<file path="config.mk">
export PLATFORM = sky130hd
export DESIGN_NAME = oam_dma_ctrl_flat
export DESIGN_NICKNAME = d
export VERILOG_FILES = /design/src/rtl/oam_dma_ctrl_if.sv /design/src/rtl/oam_dma_ctrl.sv /design/src/flat_wrapper.sv
export SDC_FILE = /design/constraint.sdc
export NUM_CORES = 1
export LEC_CHECK = 0
export ABC_AREA = 1
export BUFFER_PORTS_ARGS = -buffer_cell sky130_fd_sc_hd__buf_2
export CORE_MARGIN = 2
export CORE_UTILIZATION = 50
export DETAILED_ROUTE_END_ITERATION = 10
export PLACE_DENSITY = 0.86
export SLEW_MARGIN = 20
export SYNTH_ARGS = -nofsm -noshare
export SYNTH_HDL_FRONTEND = slang
export SYNTH_SLANG_ARGS = --single-unit
</file>
<file path="constraint.sdc">
create_clock -name clk -period 2.25 [get_ports clk]
set_input_delay 0.225 -clock clk [delete_from_list [all_inputs] [get_ports clk]]
set_output_delay 0.225 -clock clk [all_outputs]
set_load 0.01 [all_outputs]
</file>
<file path="src/rtl/oam_dma_ctrl_if.sv">
// CPU-side and memory-side bus of the OAM DMA controller.
// master: the system (CPU + memory) side; slave: the DMA controller.
interface oam_dma_ctrl_if;
    typedef logic [15:0] addr_t;
    typedef logic [7:0]  data_t;

    addr_t cpu_addr;
    logic  cpu_wen;
    data_t cpu_wdata;
    data_t cpu_rdata;
    logic  cpu_wait;

    addr_t mem_r_addr;
    addr_t mem_w_addr;
    logic  mem_wen;
    data_t mem_w_data;
    data_t mem_r_data;

    modport master (
        output cpu_addr, cpu_wen, cpu_wdata, mem_r_data,
        input  cpu_rdata, cpu_wait, mem_r_addr, mem_w_addr, mem_wen, mem_w_data
    );

    modport slave (
        input  cpu_addr, cpu_wen, cpu_wdata, mem_r_data,
        output cpu_rdata, cpu_wait, mem_r_addr, mem_w_addr, mem_wen, mem_w_data
    );
endinterface

</file>
<file path="src/rtl/oam_dma_ctrl.sv">
// OAM DMA: copies DMA_LEN bytes from page src_hi to FE00, arbitrating the memory ports per phase.
// Define GB2_DMA_BUS_LOCK_EN to block non-HRAM CPU accesses while the DMA is busy.
module oam_dma_ctrl #(
    parameter int unsigned DMA_LEN      = 160,
    parameter logic [15:0] DMA_REG_ADDR = 16'hFF46
) (
    input  logic          clk,
    input  logic          rst,
    oam_dma_ctrl_if.slave bus,
    output logic          dma_busy
);
    localparam logic [1:0] IDLE  = 2'd0;
    localparam logic [1:0] DELAY = 2'd1;
    localparam logic [1:0] RD    = 2'd2;
    localparam logic [1:0] WR    = 2'd3;

    localparam logic [7:0] LAST_IDX = 8'(DMA_LEN - 1);

    logic [1:0] state_q, state_d;
    logic [7:0] idx_q, idx_d;
    logic [7:0] src_hi_q, src_hi_d;
    logic [7:0] byte_q, byte_d;
    logic       reg_sel;
    logic       reg_wr;
    logic       blocked;

    assign reg_sel  = bus.cpu_addr == DMA_REG_ADDR;
    assign reg_wr   = reg_sel && bus.cpu_wen;
    assign dma_busy = state_q != IDLE;

`ifdef GB2_DMA_BUS_LOCK_EN
    logic in_hram;
    assign in_hram = (bus.cpu_addr >= 16'hFF80) && (bus.cpu_addr <= 16'hFFFE);
    assign blocked = dma_busy && !in_hram && !reg_sel;
`else
    assign blocked = 1'b0;
`endif

    always_comb begin
        state_d  = state_q;
        idx_d    = idx_q;
        src_hi_d = src_hi_q;
        byte_d   = byte_q;
        case (state_q)
            DELAY: state_d = RD;
            RD: begin
                byte_d  = bus.mem_r_data;
                state_d = WR;
            end
            WR: begin
                if (idx_q == LAST_IDX) begin
                    state_d = IDLE;
                end else begin
                    idx_d   = idx_q + 8'd1;
                    state_d = RD;
                end
            end
            default: state_d = state_q;
        endcase
        // A register write restarts the transfer from any state.
        if (reg_wr) begin
            src_hi_d = (bus.cpu_wdata > 8'hDF) ? (bus.cpu_wdata & 8'hDF) : bus.cpu_wdata;
            idx_d    = 8'h00;
            state_d  = DELAY;
        end
    end

    always_ff @(posedge clk) begin
        if (rst) begin
            state_q  <= IDLE;
            idx_q    <= 8'h00;
            src_hi_q <= 8'hFF;
            byte_q   <= 8'h00;
        end else begin
            state_q  <= state_d;
            idx_q    <= idx_d;
            src_hi_q <= src_hi_d;
            byte_q   <= byte_d;
        end
    end

    always_comb begin
        bus.mem_r_addr = bus.cpu_addr;
        bus.mem_w_addr = bus.cpu_addr;
        bus.mem_w_data = bus.cpu_wdata;
        bus.mem_wen    = bus.cpu_wen && !reg_sel && !blocked;
        bus.cpu_wait   = 1'b0;
        case (state_q)
            RD: begin
                bus.mem_r_addr = {src_hi_q, idx_q};
                bus.cpu_wait   = !bus.cpu_wen && !reg_sel && !blocked;
            end
            WR: begin
                bus.mem_w_addr = 16'hFE00 + {8'h00, idx_q};
                bus.mem_w_data = byte_q;
                bus.mem_wen    = 1'b1;
                bus.cpu_wait   = bus.cpu_wen && !reg_sel && !blocked;
            end
            default: bus.cpu_wait = 1'b0;
        endcase
    end

    always_comb begin
        if (reg_sel) begin
            bus.cpu_rdata = src_hi_q;
        end else if (blocked) begin
            bus.cpu_rdata = 8'hFF;
        end else begin
            bus.cpu_rdata = bus.mem_r_data;
        end
    end
endmodule

</file>
<file path="src/flat_wrapper.sv">
// flat-port wrapper written by rule: the top's interface ports become plain ports
module oam_dma_ctrl_flat 
#(
    parameter int unsigned DMA_LEN      = 160,
    parameter logic [15:0] DMA_REG_ADDR = 16'hFF46
)
  (clk, rst, dma_busy, bus_cpu_addr, bus_cpu_wen, bus_cpu_wdata, bus_mem_r_data, bus_cpu_rdata, bus_cpu_wait, bus_mem_r_addr, bus_mem_w_addr, bus_mem_wen, bus_mem_w_data);
  oam_dma_ctrl_if bus_i ();
  input  logic clk;
  input  logic rst;
  output logic dma_busy;
  input wire logic [$bits(bus_i.cpu_addr)-1:0] bus_cpu_addr;
  input wire logic [$bits(bus_i.cpu_wen)-1:0] bus_cpu_wen;
  input wire logic [$bits(bus_i.cpu_wdata)-1:0] bus_cpu_wdata;
  input wire logic [$bits(bus_i.mem_r_data)-1:0] bus_mem_r_data;
  output wire logic [$bits(bus_i.cpu_rdata)-1:0] bus_cpu_rdata;
  output wire logic [$bits(bus_i.cpu_wait)-1:0] bus_cpu_wait;
  output wire logic [$bits(bus_i.mem_r_addr)-1:0] bus_mem_r_addr;
  output wire logic [$bits(bus_i.mem_w_addr)-1:0] bus_mem_w_addr;
  output wire logic [$bits(bus_i.mem_wen)-1:0] bus_mem_wen;
  output wire logic [$bits(bus_i.mem_w_data)-1:0] bus_mem_w_data;
  assign bus_i.cpu_addr = bus_cpu_addr;
  assign bus_i.cpu_wen = bus_cpu_wen;
  assign bus_i.cpu_wdata = bus_cpu_wdata;
  assign bus_i.mem_r_data = bus_mem_r_data;
  assign bus_cpu_rdata = bus_i.cpu_rdata;
  assign bus_cpu_wait = bus_i.cpu_wait;
  assign bus_mem_r_addr = bus_i.mem_r_addr;
  assign bus_mem_w_addr = bus_i.mem_w_addr;
  assign bus_mem_wen = bus_i.mem_wen;
  assign bus_mem_w_data = bus_i.mem_w_data;
  oam_dma_ctrl #(.DMA_LEN(DMA_LEN), .DMA_REG_ADDR(DMA_REG_ADDR)) u_core (.clk(clk), .rst(rst), .bus(bus_i), .dma_busy(dma_busy));
endmodule
</file>
Word level (Yosys, flattened, before mapping)
Cells that the tools add are included.
{"block": "op_classes", "n_mux": 10, "reduce_logical": 10, "n_addsub": 2, "n_eq_ne": 5, "bitwise_logic": 1, "magnitude_cmp": 1}
{"op": "$mux W16", "n": 2}
{"op": "$eq A16 B16 Y1 const B", "n": 1}
{"op": "$mux W8", "n": 2}
{"op": "$add A10 B9 Y11 const A", "n": 1}
{"op": "$add A8 B1 Y8 const B", "n": 1}
{"op": "$eq A8 B8 Y1 const B", "n": 1}
{"op": "$gt A8 B8 Y1 const B", "n": 1}
{"op": "$mux W6", "n": 1}
{"op": "$pmux W2 S3", "n": 1}
{"op": "$eq A2 B2 Y1 const B", "n": 2}
{"op": "$reduce_bool A4 Y1", "n": 1}
{"op": "$logic_and A1 B1 Y1", "n": 3}
{"op": "$reduce_bool A3 Y1", "n": 1}
{"op": "$eq A2 B1 Y1 const B", "n": 1}
{"op": "$logic_not A1 Y1", "n": 2}
{"op": "$mux W1", "n": 2}
{"op": "$mux W2", "n": 1}
{"op": "$pmux W1 S2", "n": 1}
{"op": "$reduce_and A2 Y1", "n": 1}
{"op": "$reduce_bool A2 Y1", "n": 1}
{"op": "$reduce_or A2 Y1", "n": 1}
{"op": "$not A1 Y1", "n": 1}
{"block": "word_totals", "register_bits": 26}

Depth between registers and ports, before layout
Gate-level depths: netlist of run 1.
{"block": "depth", "word_depth": 4, "ltp_mapped": 9, "mapped_depth_nobuf": 8}

Least setup slack after synthesis of run 1
Ideal clock, no wire load.
{"block": "synth_path", "path_type": "in2out", "from": "input port bus_cpu_addr[13]", "to": "output port bus_cpu_rdata[0]", "setup_slack_ns": 1.023, "arrival_ns": 1.002, "required_time_ns": 2.025, "n_path_buf": 1, "cell_stages": 7, "path_cell_list": "nand2_1 > nor2_2 > nand2_2 > nor2_8 > inv_6 > buf_12 > o21ai_2"}
{"block": "synth_between", "elab_chain_cells": 2}
{"item": "start: declaration", "line": "flat_wrapper.sv:12", "source": "input wire logic [$bits(bus_i.cpu_addr)-1:0] bus_cpu_addr;"}
{"item": "$eq A16 B16 Y1", "line": "oam_dma_ctrl.sv:27", "source": "assign reg_sel = bus.cpu_addr == DMA_REG_ADDR;"}
{"item": "$mux W8", "line": "oam_dma_ctrl.sv:104", "source": "if (reg_sel) begin"}
{"item": "end: declaration", "line": "flat_wrapper.sv:16", "source": "output wire logic [$bits(bus_i.cpu_rdata)-1:0] bus_cpu_rdata;"}
No other way between the ends.

Final worst setup path of run 1
{"block": "layout_path", "from": "register u_core.state_q[0]", "to": "output port bus_cpu_wait"}
{"block": "layout_between", "elab_chain_cells": 2}
{"item": "start: declaration", "line": "oam_dma_ctrl.sv:19", "source": "logic [1:0] state_q, state_d;"}
{"item": "start signal: assignment", "line": "oam_dma_ctrl.sv:75", "source": "state_q <= state_d;"}
{"item": "$eq A2 B2 Y1", "line": "oam_dma_ctrl.sv:88", "source": "case (state_q)"}
{"item": "$pmux W1 S2 (*)", "line": "oam_dma_ctrl.sv:88"}
{"item": "end: declaration", "line": "flat_wrapper.sv:17", "source": "output wire logic [$bits(bus_i.cpu_wait)-1:0] bus_cpu_wait;"}
Mark *: on every way between the ends. The rest lies on a longest branch, timed or not.

==> results.yml, run 1 <==
outcome:
  status: "finished, final reports clean"
floorplanning:
  rows: 21
  start_util: 0.529
  ioPinCount: 86
  core_mm2: 0.00339
  dieArea_mm2: 0.00408
  fp.dieW_um: 63.9
  die_y_um: 63.9
pwr:
  power.density_mw_per_mm2: 391
  p_total_mw: 0.893
  p_leak_nw: 1.30
  peakVddDrop_mv: 0.287
worst_setup_path:
  ff2ff_setup_slack_ns: 0.78
  end_kind: "primary output"
  cp-start-kind: "flip-flop"
  critPathMaxFanout: 28
  worst-path-buf-inv: 3
  regToRegEndpoint: "u_core.byte_q[6]$_SDFFE_PP0N_"
  crit_required_ns: 2.03
  crit_chain: "inv_1 -> nand2_1 -> buf_12 -> nor2_1 -> a21oi_1 -> nor2_1 -> buf_2"
  crit_top_cell: "nor2_1"
  criticalPathCategory: "flip-flop to primary output"
  max_stage_delay_ns: 0.39
  crit_arrival_ns: 1.72
  rr_startpoint: "u_core.state_q[0]$_SDFFE_PP0P_"
  slowest_stage: "dfxtp_1"
  r2r_cells: 6
  critPathTopFamily: "simple AND/OR/NAND/NOR gates"
logic_synthesis:
  ys_ff_latch: 26
  synth_nets: 333
  ys_warn_count: 0
  netlist_area_mm2: 0.00179
  synthCells: 297
  synth.distinct_cells: 23
  ys_seq_area_frac: 0.290
  syn_avg_cell_area_um2: 6.04
timing:
  setup_violations: 0
  maxSlewViolCount: 0
  rsz0062_at_grt: "no"
  clock-skew-final_ns: 0.00112
  finalHoldViolCount: 0
  fmax_ghz: 0.514
  period_minus_slack_ns: 1.95
  fin_crit_sh: 0.865
  slew_headroom: 0.567
  tightest_slew_ns: 0.649
  setup-tns-final_ns: 0
finish:
  n_fill_cell: 313
  drive_gt1_frac: 0.329
  multiInputGateArea_mm2: 0.00109
  syn_to_final_growth_pct: 27.1
  nNetsFinal: 414
  layout.area.seq_um2: 520
  antenna_cells: 0
clocking:
  cts_tree: "done"
  numCtsBuffers: 3
  htree_levels: 1
  cts_setup_buffers: 0
  clkTransAtPathRegs_ns: 0.15
  cts.sinks: 26
  postCtsHoldBufs: 0
  cts-root-buf: "clkbuf_4"
  cts_resized: 0
  clockBufferDepth: 2
  clk_latency_ns: 0.33
global_route:
  antenna_found_initial: 0
  grt_usage: 0.261
  grt_max_degree: 29
  grt_pass1_vias: 1898
  grt_pass1_wl_um: 8760
  overflow: 0
drt:
  antenna_left: 0
  wl_per_cell_um: 12.2
  firstDrtPassIters: 5
  viasPerCell: 5.09
  wl_um: 5160
  drt_iter0_drc: 215
  drc: 0
  num_vias: 2151
worst_hold_path:
  min_path_cells: 2
  hold-path-endpoint: "u_core.state_q[0]$_SDFFE_PP0P_"
  holdCritPathClass: "input pin to flip-flop"
  worstHoldStart: "rst"
job:
  max-cap-violations: 0
placement:
  post-dp-hpwl_um: 3990
  io_buffer_count: 85
  gp_congestion: 0.900
-- sequential cells by signal, indices dropped and copies added, names as in the netlist --
register,flops
u_core.src_hi_q,8
u_core.state_q,2
u_core.idx_q,8
u_core.byte_q,8
-- worst max-delay path by stage --
stage / cells after the start / slack, ns / endpoint / start
2_1_floorplan: 7 / 1.02 / bus_cpu_rdata[0] / bus_cpu_addr[13]
3_3_place_gp: 7 / 0.75 / bus_cpu_wait / u_core.state_q[0]$_SDFFE_PP0P_
3_5_place_dp: 7 / 0.70 / bus_cpu_wait / u_core.state_q[0]$_SDFFE_PP0P_
4_1_cts: 7 / 0.31 / bus_cpu_wait / u_core.state_q[0]$_SDFFE_PP0P_
5_1_grt: 7 / 0.13 / bus_cpu_wait / u_core.state_q[0]$_SDFFE_PP0P_
6_report: 7 / 0.30 / bus_cpu_wait / u_core.state_q[0]$_SDFFE_PP0P_
-- per-layer routing --
layer / share of wire / GRT usage / vias up
li1: - / - / 1097
met4: 0.014 / 0.0625 / 0
met2: 0.48 / 0.432 / 92
met3: 0.073 / 0.0194 / 11
met1: 0.44 / 0.368 / 951
met5: 0 / 0 / -
-- cell type report --
cell class,instances,area share
Clock buffer,4,0.0159
Inverter,32,0.0549
Multi-Input combinational cell,228,0.477
Tap cell,46,0.0252
Timing Repair Buffer,87,0.199
Sequential cell,26,0.228
-- synth_stat cells (all sizes together) --
library cell  number  share of area
clkbuf             8          0.017
buf                3          0.017
ha                 1         0.0070
o21ai             42           0.13
nor2              35          0.092
or2                8          0.028
dfxtp             26           0.29
nand4              2         0.0070
xor2               3          0.015
inv               32          0.070
a21oi             11          0.033
nand3             22          0.064
nand2            104           0.23
-- cell families after synthesis --
family	synth area share
and+or+nand+nor	0.418
AOI/OAI and AO/OA	0.167
buffers and inverters	0.103
DFF	0.290
xor gates and xnor gates	0.0146
adders and majority gates	0.00697
-- layout by cell type, fill, tap and decap left out, types with 4 or more instances in the layout --
cell type	n
o21ai_2	8
o21ai_0	34
a21oi_1	10
or2_2	8
nand2_1	97
inv_1	30
nand2_2	7
nor2_2	4
nor2_1	29
buf_2	85
nand3_1	21
dfxtp_1	26
-- power breakdown --
| group | internal (mW) | leakage (nW) | switching (mW) |
|---|---|---|---|
| Sequential | 0.461 | 0.210 | 0.00000784 |
| Combinational | 0.0808 | 1.07 | 0.104 |
| Clock | 0.0991 | 0.0210 | 0.148 |
-- per-stage QoR --
stage                     hold slack [ns]  worst slack (ns)  area [um^2]   util  cells
after detailed placement            0.404             0.702         2240  0.662    419
after floorplan                     0.294              1.02         1790      -    297
after CTS                          0.0385             0.312         2280  0.673    423
final                              0.0433             0.304         2280  0.673    423
after global placement              0.410             0.753         2240  0.662    419
after global routing               0.0393             0.133         2280  0.673    423
Note: power is estimated with default switching activity, not from simulation.
==> run 2: changes to the inputs <==
- ABC_AREA: 1 -> default
- CORE_UTILIZATION: 50 -> 45
- PLACE_DENSITY: 0.86 -> 0.8
- clock period: 2.25 -> 2 ns (I/O delays scaled with it)
==> run 2 against run 1 <==
Global-route usage down 3.2 points. Clock skew grew 0.0024 ns. Routed wire length fell by 12%. Via count fell by 15%. Flip-flop and latch count stayed put. Core utilization decreased by 2.7 points. Register-to-register slack lost 0.39 ns. Sequential power rose by 12%.
==> results.yml, run 2 <==
worst_setup_path:
  criticalPathCategory: "input pin to primary output"
  regToRegEndpoint: "u_core.idx_q[1]$_SDFFE_PP0P_"
  crit_end: "bus_cpu_rdata[0]"
  crit_arrival_ns: 1.72
  worstSetupStartpoint: "bus_cpu_addr[5]"
  r2r_cells: 5
  ff2ff_setup_slack_ns: 0.39
  rr_startpoint: "u_core.idx_q[0]$_SDFFE_PP0P_"
  critPathMaxFanout: 15
  crit_required_ns: 1.80
  end_kind: "primary output"
  cp-start-kind: "input pin"
placement:
  dpl-instance-area_mm2: 0.00217
  dp_slack_ns: -0.0646
  post-dp-hpwl_um: 3450
  io_buffer_count: 85
  place.detailed.instances: 344
  gp_congestion: 0.832
finish:
  mostFrequentLayoutCells: "buf_2, nand2_1, dfxtp_1"
  antenna_cells: 0
  drive_gt1_frac: 0.421
  syn_to_final_growth_pct: 34.7
  top_regs: "u_core.byte_q x8, u_core.idx_q x8, u_core.src_hi_q x8"
  final_common_cell: "buf_2"
  n_fill_cell: 313
  instances_no_fill: 348
  utilization: 0.646
  nNetsFinal: 339
  multiInputGateArea_mm2: 0.00106
  fin_area_mm2: 0.00221
  layout.area.seq_um2: 520
logic_synthesis:
  synth-main-ff-cell: "dfxtp_1"
  ys_warn_count: 0
  ys_ff_latch: 26
  yosys-top-cells-area: "dfxtp_1, nand2_1, mux2_2"
  synth_nets: 252
  synth_top_area_share: 0.318
  netlist_area_mm2: 0.00164
  syn_avg_cell_area_um2: 7.59
  yosysTopAreaCell: "dfxtp_1"
  yosys-top-cells-count: "nand2_1, dfxtp_1, mux2_2"
  synthCells: 216
  async_reset_ff_frac: 0
  synth.distinct_cells: 35
  yosysMostFrequentCell: "nand2_1"
  synth-edff-count: 0
  ys_seq_area_frac: 0.318
global_route:
  grt_max_degree: 25
  overflow: 0
  grt_pass1_vias: 1691
  grt_pass1_wl_um: 7600
  antenna_found_initial: 0
  grt_usage: 0.229
floorplanning:
  dieArea_mm2: 0.00414
  die_y_um: 64.4
  start_util: 0.480
  core_mm2: 0.00342
  ioPinCount: 86
  rows: 21
  fp.dieW_um: 64.4
clocking:
  cts.sinks: 26
  numCtsBuffers: 3
  clk_latency_ns: 0.33
  htree_levels: 1
  cts_tree: "done"
  clkTransAtPathRegs_ns: 0.15
  cts-root-buf: "clkbuf_4"
  cts_setup_buffers: 0
  clockBufferDepth: 2
drt:
  drt_iter0_drc: 92
  antenna_left: 0
  num_vias: 1822
  firstDrtPassIters: 4
  wl_per_cell_um: 13.1
  wl_um: 4550
  drc: 0
  viasPerCell: 5.24
pwr:
  swShare: 0.268
  p_int_mw: 0.724
  peakVddDrop_mv: 0.304
  power.switching_mw: 0.266
  pwr-share-clk: 0.282
  combPwrFrac: 0.195
  power.density_mw_per_mm2: 448
  pwr-share-seq: 0.524
  p_leak_nw: 1.08
job:
  max-cap-violations: 0
timing:
  fin_ws_ns: 0.0835
  whs_ns: 0.0894
  slew_headroom: 0.630
  finalHoldViolCount: 0
  clock-skew-final_ns: 0.00347
  tightest_slew_ns: 0.541
  setup_violations: 0
  period_minus_slack_ns: 1.92
  rsz0062_at_grt: "no"
  fmax_ghz: 0.522
  maxSlewViolCount: 0
  fin_crit_sh: 0.958
worst_hold_path:
  holdCritPathClass: "input pin to flip-flop"
outcome:
  status: "finished, final reports clean"
==> run 2: power groups by stage <==
stage / Combinational (mW) / Sequential (mW) / Clock, mW
floorplan: 0.0895 / 0.529 / 0
global placement: 0.190 / 0.529 / 0
detailed placement: 0.192 / 0.529 / 0
CTS: 0.193 / 0.518 / 0.288
global route: 0.210 / 0.518 / 0.309
finish: 0.192 / 0.518 / 0.279
==> run 2: final cells by class <==
class | instances | area share
multi-input cells | 174 | 0.482
clock buffers | 4 | 0.0164
repair buffers | 96 | 0.236
well taps | 46 | 0.0261
flip-flops and latches | 26 | 0.236
inverters | 2 | 0.00340
==> run 2: worst min-delay path by stage <==
stage,startpoint,endpoint,slack (ns),cells after the start
after detailed placement,u_core.byte_q[7]$_SDFFE_PP0N_,u_core.byte_q[7]$_SDFFE_PP0N_,0.44,2
final,bus_mem_r_data[2],u_core.byte_q[2]$_SDFFE_PP0N_,0.09,3
after global routing,bus_mem_r_data[3],u_core.byte_q[3]$_SDFFE_PP0N_,0.09,3
after floorplan,bus_mem_r_data[0],u_core.byte_q[0]$_SDFFE_PP0N_,0.34,2
after global placement,u_core.byte_q[2]$_SDFFE_PP0N_,u_core.byte_q[2]$_SDFFE_PP0N_,0.44,2
after CTS,bus_mem_r_data[2],u_core.byte_q[2]$_SDFFE_PP0N_,0.08,3
==> run 2: cell families after synthesis <==
logic type	share of synthesized area
DFF	0.318
and+or+nand+nor	0.322
muxes	0.157
adders and majority gates	0.00763
buffers and inverters	0.0405
xor gates and xnor gates	0.0374
AOI/OAI and AO/OA	0.118
==> run 2: routing by layer <==
metal	GRT usage	vias up	wire length, um
met1	0.297	825	1990
li1	-	908	-
met2	0.376	80	2100
met5	0	-	0
met3	0.0317	9	363
met4	0.104	0	89
==> run 2: worst max-delay path: stages <==
cell and delay, ns:
buf_2 0.11, or4b_4 0.55, nor4_4 0.20, buf_12 0.18
mux2_2 0.33, buf_2 0.14
==> run 2: stage by stage <==
step / TNS [ns] / power [mW]
floorplan: 0 / 0.619
global placement: -0.538 / 0.719
detailed placement: -0.647 / 0.721
CTS: 0 / 0.999
global route: 0 / 1.04
finish: 0 / 0.989
==> run 2: what timing repair did <==
item / in CTS / in global routing
cloned: 0 / 0
endpoints found under the setup margin: 8 / 2
resized for setup: 0 / 1
hold buffers: 0 / 0
pin swaps: 1 / 0
